### config.mk
export PLATFORM = sky130hd
export DESIGN_NAME = result_ring
export DESIGN_NICKNAME = d
export VERILOG_FILES = /design/src/rtl/result_ring.sv
export SDC_FILE = /design/constraint.sdc
export NUM_CORES = 1
export LEC_CHECK = 0
export CAP_MARGIN = 0
export CORE_MARGIN = 2
export CORE_UTILIZATION = 30
export CTS_CLUSTER_SIZE = 20
export DETAILED_ROUTE_END_ITERATION = 10
export GPL_TIMING_DRIVEN = 1
export PLACE_DENSITY_LB_ADDON = 0.15
export SYNTH_ARGS = -nofsm -noshare
export SYNTH_HDL_FRONTEND = slang
export SYNTH_SLANG_ARGS = --single-unit
### constraint.sdc
create_clock -name clock -period 6.3 [get_ports clock]
set_input_delay 0.945 -clock clock [delete_from_list [all_inputs] [get_ports clock]]
set_output_delay 0.945 -clock clock [all_outputs]
set_load 0.02 [all_outputs]
### src/rtl/result_ring.sv
// result_ring: circular history of the most recent results, read by relative slot.
// Slot k>=1 returns the entry written k writes ago; slot 0 optionally forwards the
// same-cycle write. A rewind discards the newest entries without touching storage.

// One read port: a private copy of the storage, written like every other copy, plus its read mux.
module result_ring_port #(
  parameter int DATA_W = 32,
  parameter int SLOT_W = 5,
  parameter int BYPASS = 1
) (
  input  logic              clock,
  input  logic              mem_we,
  input  logic [SLOT_W-1:0] mem_waddr,
  input  logic [DATA_W-1:0] write,
  input  logic              we,
  input  logic [SLOT_W-1:0] slot,
  input  logic [SLOT_W-1:0] wp,
  input  logic [SLOT_W:0]   fill,
  output logic [DATA_W-1:0] read,
  output logic              read_valid
);
  localparam int D = 2 ** SLOT_W;

  logic [DATA_W-1:0] mem [D];
  logic [SLOT_W-1:0] raddr;

  assign raddr = wp - slot;

  // Storage copy: no reset, single write port, asynchronous read.
  always_ff @(posedge clock) begin
    if (mem_we) mem[mem_waddr] <= write;
  end

  // Read mux: slot 0 is the bypass slot, others are live only up to fill.
  always_comb begin
    read       = '0;
    read_valid = 1'b0;
    if (slot == '0) begin
      if (BYPASS != 0 && we) begin
        read       = write;
        read_valid = 1'b1;
      end
    end else if ({1'b0, slot} <= fill) begin
      read       = mem[raddr];
      read_valid = 1'b1;
    end
  end
endmodule

module result_ring #(
  parameter int DATA_W = 32,
  parameter int SLOT_W = 5,
  parameter int N_READ = 2,
  parameter int BYPASS = 1
) (
  input  logic                     clock,
  input  logic                     reset_n,
  input  logic                     we,
  input  logic [DATA_W-1:0]        write,
  input  logic [N_READ*SLOT_W-1:0] slot,
  output logic [N_READ*DATA_W-1:0] read,
  output logic [N_READ-1:0]        read_valid,
  input  logic                     rewind,
  input  logic [SLOT_W-1:0]        rewind_count,
  output logic [SLOT_W-1:0]        write_addr,
  output logic [SLOT_W:0]          fill,
  output logic [DATA_W-1:0]        last_data
);
  localparam int D = 2 ** SLOT_W;
  localparam logic [SLOT_W:0] DEPTH = (SLOT_W+1)'(D);

  logic [SLOT_W-1:0] wp;
  logic [SLOT_W:0]   fill_q;
  logic [DATA_W-1:0] last_q;
  logic [SLOT_W:0]   r_amt;
  logic [SLOT_W-1:0] wp_base;
  logic [SLOT_W:0]   fill_base;
  logic [SLOT_W:0]   fill_nxt;
  logic              mem_we;

  // Rewind amount is clamped to the live count, so an empty ring never moves.
  // rewind_count tops out at D-1, so r_amt always fits back into a slot index.
  always_comb begin
    r_amt = '0;
    if (rewind) r_amt = ({1'b0, rewind_count} < fill_q) ? {1'b0, rewind_count} : fill_q;
  end

  // Rewind is applied first; a same-cycle write lands on the rewound pointer.
  assign wp_base   = wp - r_amt[SLOT_W-1:0];
  assign fill_base = fill_q - r_amt;
  assign fill_nxt  = !we ? fill_base : (fill_base == DEPTH) ? DEPTH : fill_base + 1'b1;
  assign mem_we    = we & reset_n;

  // Pointer, occupancy and last-value state; reset wins over write and rewind.
  always_ff @(posedge clock) begin
    if (!reset_n) begin
      wp     <= '0;
      fill_q <= '0;
      last_q <= '0;
    end else begin
      wp     <= we ? wp_base + 1'b1 : wp_base;
      fill_q <= fill_nxt;
      if (we) last_q <= write;
    end
  end

  assign write_addr = wp;
  assign fill       = fill_q;
  assign last_data  = last_q;

  genvar i;
  generate
    for (i = 0; i < N_READ; i++) begin : g_port
      result_ring_port #(
        .DATA_W(DATA_W),
        .SLOT_W(SLOT_W),
        .BYPASS(BYPASS)
      ) u_port (
        .clock      (clock),
        .mem_we     (mem_we),
        .mem_waddr  (wp_base),
        .write      (write),
        .we         (we),
        .slot       (slot[i*SLOT_W +: SLOT_W]),
        .wp         (wp),
        .fill       (fill_q),
        .read       (read[i*DATA_W +: DATA_W]),
        .read_valid (read_valid[i])
      );
    end
  endgenerate
endmodule

==> metrics.md, run 1 <==
| Metric | Value |
|---|---|
| Core area | `approximately 170000 um^2` |
| Net count after synthesis | `3003` |
| Root Driver | `clkbuf_16` |
| Cts bufs inserted | `roughly 120` |
| Die W | `414 um` |
| CTS tree | `yes` |
| Drt via density | `between 5 and 6` |
| HPWL Detailed | `around 110000 um` |
| CTS sink count | `1067` |
| DIE AREA | `between 150000 and 200000 um^2` |
| WL/cell | `roughly 34 um` |
| EDFF count, synth | `a little over 1000` |
| Global-route wire length before repair | `approximately 260000 um` |
| Seq/Total Area, Yosys | `62.8%` |
| Synth Instances | `between 2000 and 3000` |
| Slew HR | `14.3%` |
| Detail Route Antenna Nets | `0` |
| Hold worst-path end | `last_data[12]` |
| Reg2reg path depth | `18` |
| Vias in the first global route | `~33000` |
| Worst setup SP type | `input port` |
| Count of TritonRoute iterations in the first routing pass | `5` |
| Share of cells above drive strength 1 | `29.6%` |
| Vias | `~31000` |
| Initial Utilization | `around 30%` |
| Worst setup startpoint | `slot[0]` |
| Area of the multi-input gates | `18100 um^2` |
| Clock buffer depth | `3` |
| Clk_skew | `0.0340 ns` |
| Worst R2R End | `g_port[1].u_port.mem[18][27]` |
| Clk_lat worst skew | `~0.76 ns` |
| Yosys warning count | `0` |
| CP Capture Type | `output port` |
| Final Max Slew Viols | `0` |
| Synth-to-Final Area Change | `20.6%` |
| Reg-to-reg startpoint | `fill[1]` |
| Max_cap viols | `0` |
| Post-synth top area share | `about three fifths` |
| Status | `completed` |
| Register area | `between 30000 and 40000 um^2` |
| P_leak | `approximately 20 nW` |
| Fin crit period | `about 6.1 ns` |
| Final Core Density | `between 30% and 40%` |
| Area leader, netlist | `edfxtp_1` |
| Max Fclk | `between 150 and 200 MHz` |
| Period Utilization, post-route | `roughly 97%` |
| Post-Syn Area | `roughly 50000 um^2` |
| Netlist cell types | `50` |
| Total negative setup slack | `0 ns` |
| CP arrival | `approximately 5.2 ns` |
| Syn_area_per_cell | `approximately 17 um^2` |
| GRT Util Overall | `21.7%` |
| Cell Rows | `150` |
| Initial antenna violation count | `4` |
| Most common cell in the netlist | `edfxtp_1` |
| Hold Vio Cnt, Final | `0` |
| Most common library cells after synthesis | `1024 x edfxtp_1, 512 x mux4_2, 429 x nand2_1, 163 x nand3_1, 86 x clkbuf_1` |
| R2r setup slk | `1.20 ns` |
| WP data required | `5.35 ns` |
| WL final | `about 180000 um` |
| Pwr Density | `about 570 nW/um^2` |
| RSZ-0062 raised after global routing | `no` |
| Fin nets | `3292` |
| Final number of setup-violating endpoints | `0` |
| Hold Worst Slack | `between 0.4 and 0.5 ns` |
| Worst-path maximum fanout | `44` |
| Worst-margin pin slew | `about 1.3 ns` |
| Ports | `160` |
| Seq cells post-synth | `1067` |
| CTS H-tree depth | `3` |
| Hold path start | `last_data[12]` |
| CTS Hold Bufs | `0` |
| Max IR drop VDD | `between 0.0004 and 0.0005 V` |
| DRT iter0 DRCs | `3003` |
| Hold/Removal Path Class | `flop to flop` |
| Async set or reset register ratio after synthesis | `0%` |
| Worst-path clk slew | `0.06 ns` |
| DIE HEIGHT | `approximately 410 um` |
| Gp weighted congestion | `0.811` |
| Ys flop type | `edfxtp_1` |
| Critical Setup Path Class | `input port to output port` |
| Port buffer count | `approximately 160` |
| WHS Path Cells | `2` |
| Largest net degree at the start of global routing | `68` |
| Gr ovfl total | `0` |
| # DRC | `0` |
| # fillers | `around 16000` |
| Largest cells by area after synthesis | `edfxtp_1 61%, mux4_2 23%, nand2_1 3.2%` |
[timing repair]
item                                    in CTS  in global routing
endpoints found under the setup margin       0                  1
gates resized for setup                      0                  1
setup buffers                                0                  0
[where the power goes]
part	internal [mW]	switching (mW)	total (mW)	leakage (nW)
Clock	3.80	2.97	6.76	1.82
Combinational	7.74	11.6	19.3	8.05
Sequential	8.29	0.211	8.50	9.57
Total	19.8	14.8	34.6	19.4
[routing by layer]
layer	global-route usage, %	vias to the layer above	part of all wire [%]
met5	0	-	0.0065
li1	-	12500	-
met2	37.0	1133	50
met1	28.3	17000	41
met4	6.95	2	3.1
met3	3.11	277	5.6
[how the worst max path moves through the flow]
stage	to	cells past startpoint
2_1_floorplan	g_port[1].u_port.mem[1][0]	15
3_3_place_gp	read[32]	13
3_5_place_dp	read[32]	13
4_1_cts	read[32]	13
5_1_grt	read[15]	13
6_report	read[3]	12
[kinds of logic after synthesis]
logic type	share of synthesized area, %
AOI/OAI and AO/OA	2.78
xor gates and xnor gates	0.482
adders and majority gates	1.08
buffers and inverters	2.12
DFF	62.8
muxes	24.4
and+or+nand+nor	6.39
[worst max-delay path: stages]
cell	delay, ns
clkdlybuf4s50_1	0.58
ha_4	0.17
inv_1	0.05
fa_4	1.04
buf_12	0.21
buf_12	0.30
mux4_2	0.27
mux2i_1	0.10
a32oi_1	0.36
nand3_1	0.20
o22ai_1	0.20
clkdlybuf4s50_1	0.67
[cell usage in the layout, fill, tap and decap left out, drive strengths merged, types with 3 or more instances in the layout]
master / instances
o21a: 6
dfxtp: 43
nor3: 4
xor2: 11
nand4: 34
o21ai: 42
mux2: 4
nor2b: 3
ha: 37
o22ai: 34
bufinv: 8
mux4: 512
inv: 31
a31oi: 3
buf: 231
and2: 3
a32oi: 61
clkdlybuf4s50: 156
a21oi: 46
nand2b: 34
clkbuf: 157
nand3: 163
mux2i: 70
nand2: 429
nor2: 59
fa: 4
nor4: 3
edfxtp: 1024
xnor2: 15
and3: 3
a21o: 5
clkinv: 46
[layout make-up]
class                   instances  share of cell area, %
diodes                          2                0.00824
well taps                    2204                   4.54
flip-flops and latches       1067                   52.1
inverters                      27                  0.167
multi-input cells            1602                   29.9
clock buffers                 157                   5.13
repair buffers                387                   7.26
clock inverters                58                  0.967
[through the flow]
step | area [um^2] | cells | setup slack, ns | power, mW
6_report | 60700 | 5504 | 0.199 | 34.6
3_3_place_gp | 57000 | 5287 | 0.139 | 28.1
2_1_floorplan | 50400 | 2911 | 0.887 | 18.8
3_5_place_dp | 57000 | 5287 | 0.112 | 28.1
4_1_cts | 60700 | 5502 | 0.0769 | 34.9
5_1_grt | 60700 | 5502 | 0.109 | 36.0
[state kept, by name, indices dropped and copies added (netlist names)]
signal,cells
fill,6
g_port.u_port.mem,1024
write_addr,5
last_data,32
Power figures use the tool's default switching activity.
==> run 2: changes to the inputs <==
Settings changed: CORE_MARGIN 2 to unset, CTS_BUF_LIST set to sky130_fd_sc_hd__clkbuf_16.
==> run 2 against run 1 <==
Clock power decreased by 2%. Sequential cell count unchanged. Register-to-register slack improved by 0.12 ns. Via count decreased by 0.21%. Critical endpoint is now read[1]. Largest cell class unchanged. Largest power group unchanged. Highest routed layer unchanged.
==> metrics.md, run 2 (synthesis results as in run 1) <==
| Metric | Value |
|---|---|
| Status | `completed (unchanged)` |
| Post-route setup slack | `0.0858 ns (was 0.199 ns)` |
| Register area | `31600 um^2 (unchanged)` |
| HPWL Detailed | `109000 um (was 113000 um)` |
| Post-DP Area | `56600 um^2 (was 57000 um^2)` |
| Vias | `30900 (about the same)` |
| Power Internal | `19.5 mW (was 19.8 mW)` |
| Initial Utilization | `30.4% (was 30.1%)` |
| Commonest cells after routing, fill and taps aside | `1024 x edfxtp_1, 512 x mux4_2, 426 x nand2_1, 163 x nand3_1, 158 x clkdlybuf4s50_1 (was 1024 x edfxtp_1, 512 x mux4_2, 426 x nand2_1, 163 x nand3_1, 156 x clkdlybuf4s50_1)` |
| Non-filler instance count after layout | `5450 (was 5504)` |
| WP data required | `5.35 ns (about the same)` |
| Gp weighted congestion | `0.809 (was 0.811)` |
| Clock buffer depth | `3 (unchanged)` |
| Period Utilization, post-route | `98.6% (was 96.8%)` |
| Clk_lat worst skew | `0.74 ns (was 0.76 ns)` |
| WL final | `183000 um (was 185000 um)` |
| Worst-path maximum fanout | `21 (was 44)` |
| P_sw | `14.7 mW (was 14.8 mW)` |
| Total negative setup slack | `0 ns (unchanged)` |
| CP Capture Type | `output port (unchanged)` |
| Most common cell after layout, fill and taps aside | `edfxtp_1 (unchanged)` |
| # fillers | `15300 (was 15600)` |
| Top reg by flops | `g_port.u_port.mem (unchanged)` |
| DIE AREA | `170000 um^2 (was 171000 um^2)` |
| RSZ-0062 raised after global routing | `no (unchanged)` |
| Switch share | `42.9% (was 42.7%)` |
| Detail Route Antenna Nets | `0 (unchanged)` |
| Crit-path slowest cell | `clkdlybuf4s50_1 (was fa_4)` |
| Root Driver | `clkbuf_16 (unchanged)` |
| Hold Worst Slack | `0.478 ns (was 0.472 ns)` |
| Cell Rows | `149 (was 150)` |
| Max FFs per register | `1024 (unchanged)` |
| Hold/Removal Path Class | `flop to flop (unchanged)` |
| Hold Vio Cnt, Final | `0 (unchanged)` |
| Critical-path cell list | `clkdlybuf4s50_1 > ha_4 > inv_1 > fa_4 > a21o_1 > a21oi_1 > xnor2_1 > nor2_4 > buf_12 > a32oi_1 > nand3_1 > o22ai_1 > clkdlybuf4s50_1 (was clkdlybuf4s50_1 > ha_4 > inv_1 > fa_4 > buf_12 > buf_12 > mux4_2 > mux2i_1 > a32oi_1 > nand3_1 > o22ai_1 > clkdlybuf4s50_1)` |
| Largest net degree at the start of global routing | `70 (was 68)` |
| CP arrival | `5.27 ns (was 5.16 ns)` |
| Post-CTS Setup Bufs | `0 (unchanged)` |
| Slew HR | `10.9% (was 14.3%)` |
| Die W | `412 um (was 414 um)` |
| CTS Hold Bufs | `0 (unchanged)` |
| Share of cells above drive strength 1 | `28.2% (was 29.6%)` |
| Worst-margin pin slew | `1.33 ns (was 1.28 ns)` |
| Initial antenna violation count | `7 (was 4)` |
| Placed Instances | `5235 (was 5287)` |
| Synth-to-Final Area Change | `19.5% (was 20.6%)` |
| Cts bufs inserted | `116 (was 115)` |
| Crit path buf inv count | `4 (was 5)` |
| Reg power frac | `24.9% (was 24.6%)` |
| Core area | `166000 um^2 (was 167000 um^2)` |
| Post_cts resized | `0 (unchanged)` |
| # DRC | `0 (unchanged)` |
| CTS H-tree depth | `3 (unchanged)` |
| Critical Setup Path Class | `input port to output port (unchanged)` |
| Max Fclk | `161 MHz (was 164 MHz)` |
| Drt via density | `5.66 (was 5.62)` |
| Worst-path clk slew | `0.06 ns (about the same)` |
| Fin nets | `3256 (was 3292)` |
| P_leak | `19.3 nW (was 19.4 nW)` |
| Max IR drop VDD | `0.000441 V (was 0.000405 V)` |
| Count of TritonRoute iterations in the first routing pass | `6 (was 5)` |
| DIE HEIGHT | `412 um (was 414 um)` |
| Worst path max stage delay | `0.64 ns (was 1.04 ns)` |
| Combinational share of power | `55.8% (was 55.9%)` |
| Worst setup SP type | `input port (unchanged)` |
| Fin crit period | `6.21 ns (was 6.10 ns)` |
| Global-route wire length before repair | `258000 um (was 260000 um)` |
| Clk_skew | `0.0331 ns (was 0.0340 ns)` |
| Final number of setup-violating endpoints | `0 (unchanged)` |
| CTS sink count | `1067 (unchanged)` |
| Max_cap viols | `0 (unchanged)` |
| Final Cell Area | `60200 um^2 (was 60700 um^2)` |
| Area of the multi-input gates | `18100 um^2 (about the same)` |
| Most frequent CP cell | `clkdlybuf4s50_1` |
| Final Core Density | `36.3% (about the same)` |
| Ports | `160 (unchanged)` |
| Design Power | `34.2 mW (was 34.6 mW)` |
| Vias in the first global route | `32400 (was 32800)` |
| Setup slack at placement | `0.0882 ns (was 0.112 ns)` |
| Gr ovfl total | `0 (unchanged)` |
| Port buffer count | `159 (unchanged)` |
| DRT iter0 DRCs | `3111 (was 3003)` |
| CTS tree | `yes (unchanged)` |
| Final Max Slew Viols | `0 (unchanged)` |
| Top delay family on crit path | `buffers and inverters (unchanged)` |
| Pwr Density | `568 nW/um^2 (was 570 nW/um^2)` |
| GRT Util Overall | `21.7% (about the same)` |
| Clock power share | `19.3% (was 19.6%)` |
| WL/cell | `33.7 um (was 33.6 um)` |
-- run 2: cell count changes in the layout (fill, tap and decap cells not counted), sizes merged --
cell | before | now
inv | 31 | 62
clkinv | 46 | 53
bufinv | 8 | 9
clkbuf | 157 | 117
clkdlybuf4s50 | 156 | 158
buf | 231 | 192
diode | 2 | 1
-- run 2: path summary, 6_finish.rpt --
| kind | startpoint | cells after the start | slack, ns | end |
|---|---|---|---|---|
| max | slot[0] | 13 | 0.09 | read[1] |
| min | last_data[12] | 2 | 0.48 | last_data[12] |
| max reg2reg | fill[1] | 17 | 1.32 | g_port[1].u_port.mem[21][2] |
| min reg2reg | last_data[12] | 2 | 0.48 | last_data[12] |
-- run 2: final cells by class --
type	count	area share [%]
Antenna cell	1	0.00416
Clock buffer	117	4.87
Clock inverter	97	1.12
Inverter	27	0.168
Multi-Input combinational cell	1602	30.1
Sequential cell	1067	52.5
Tap cell	2189	4.55
Timing Repair Buffer	350	6.62
-- run 2: worst reg2reg max path: cells and delay by family (launching register included) --
family / cells / cell delay [ns]
xor+xnor: 2 / 0.43
fa+ha+maj: 3 / 0.95
flops: 1 / 0.49
simple gates: 2 / 0.63
buf+inv: 3 / 0.71
compound gates: 7 / 1.35
-- run 2: per-layer routing --
metal | vias up | global-route usage, % | part of all wire [%]
met1 | 16900 | 28.9 | 42
met2 | 1171 | 36.7 | 50
li1 | 12500 | - | -
met5 | - | 0 | 0.031
met3 | 265 | 3.05 | 5.8
met4 | 10 | 6.24 | 2.7
-- run 2: power by group through the flow --
stage / clock, mW / sequential (mW) / combinational [mW]
finish: 6.60 / 8.49 / 19.1
global route: 6.97 / 8.54 / 20.0
CTS: 6.74 / 8.50 / 19.3
detailed placement: 0 / 8.64 / 19.2
global placement: 0 / 8.60 / 19.2
floorplan: 0 / 8.62 / 10.2
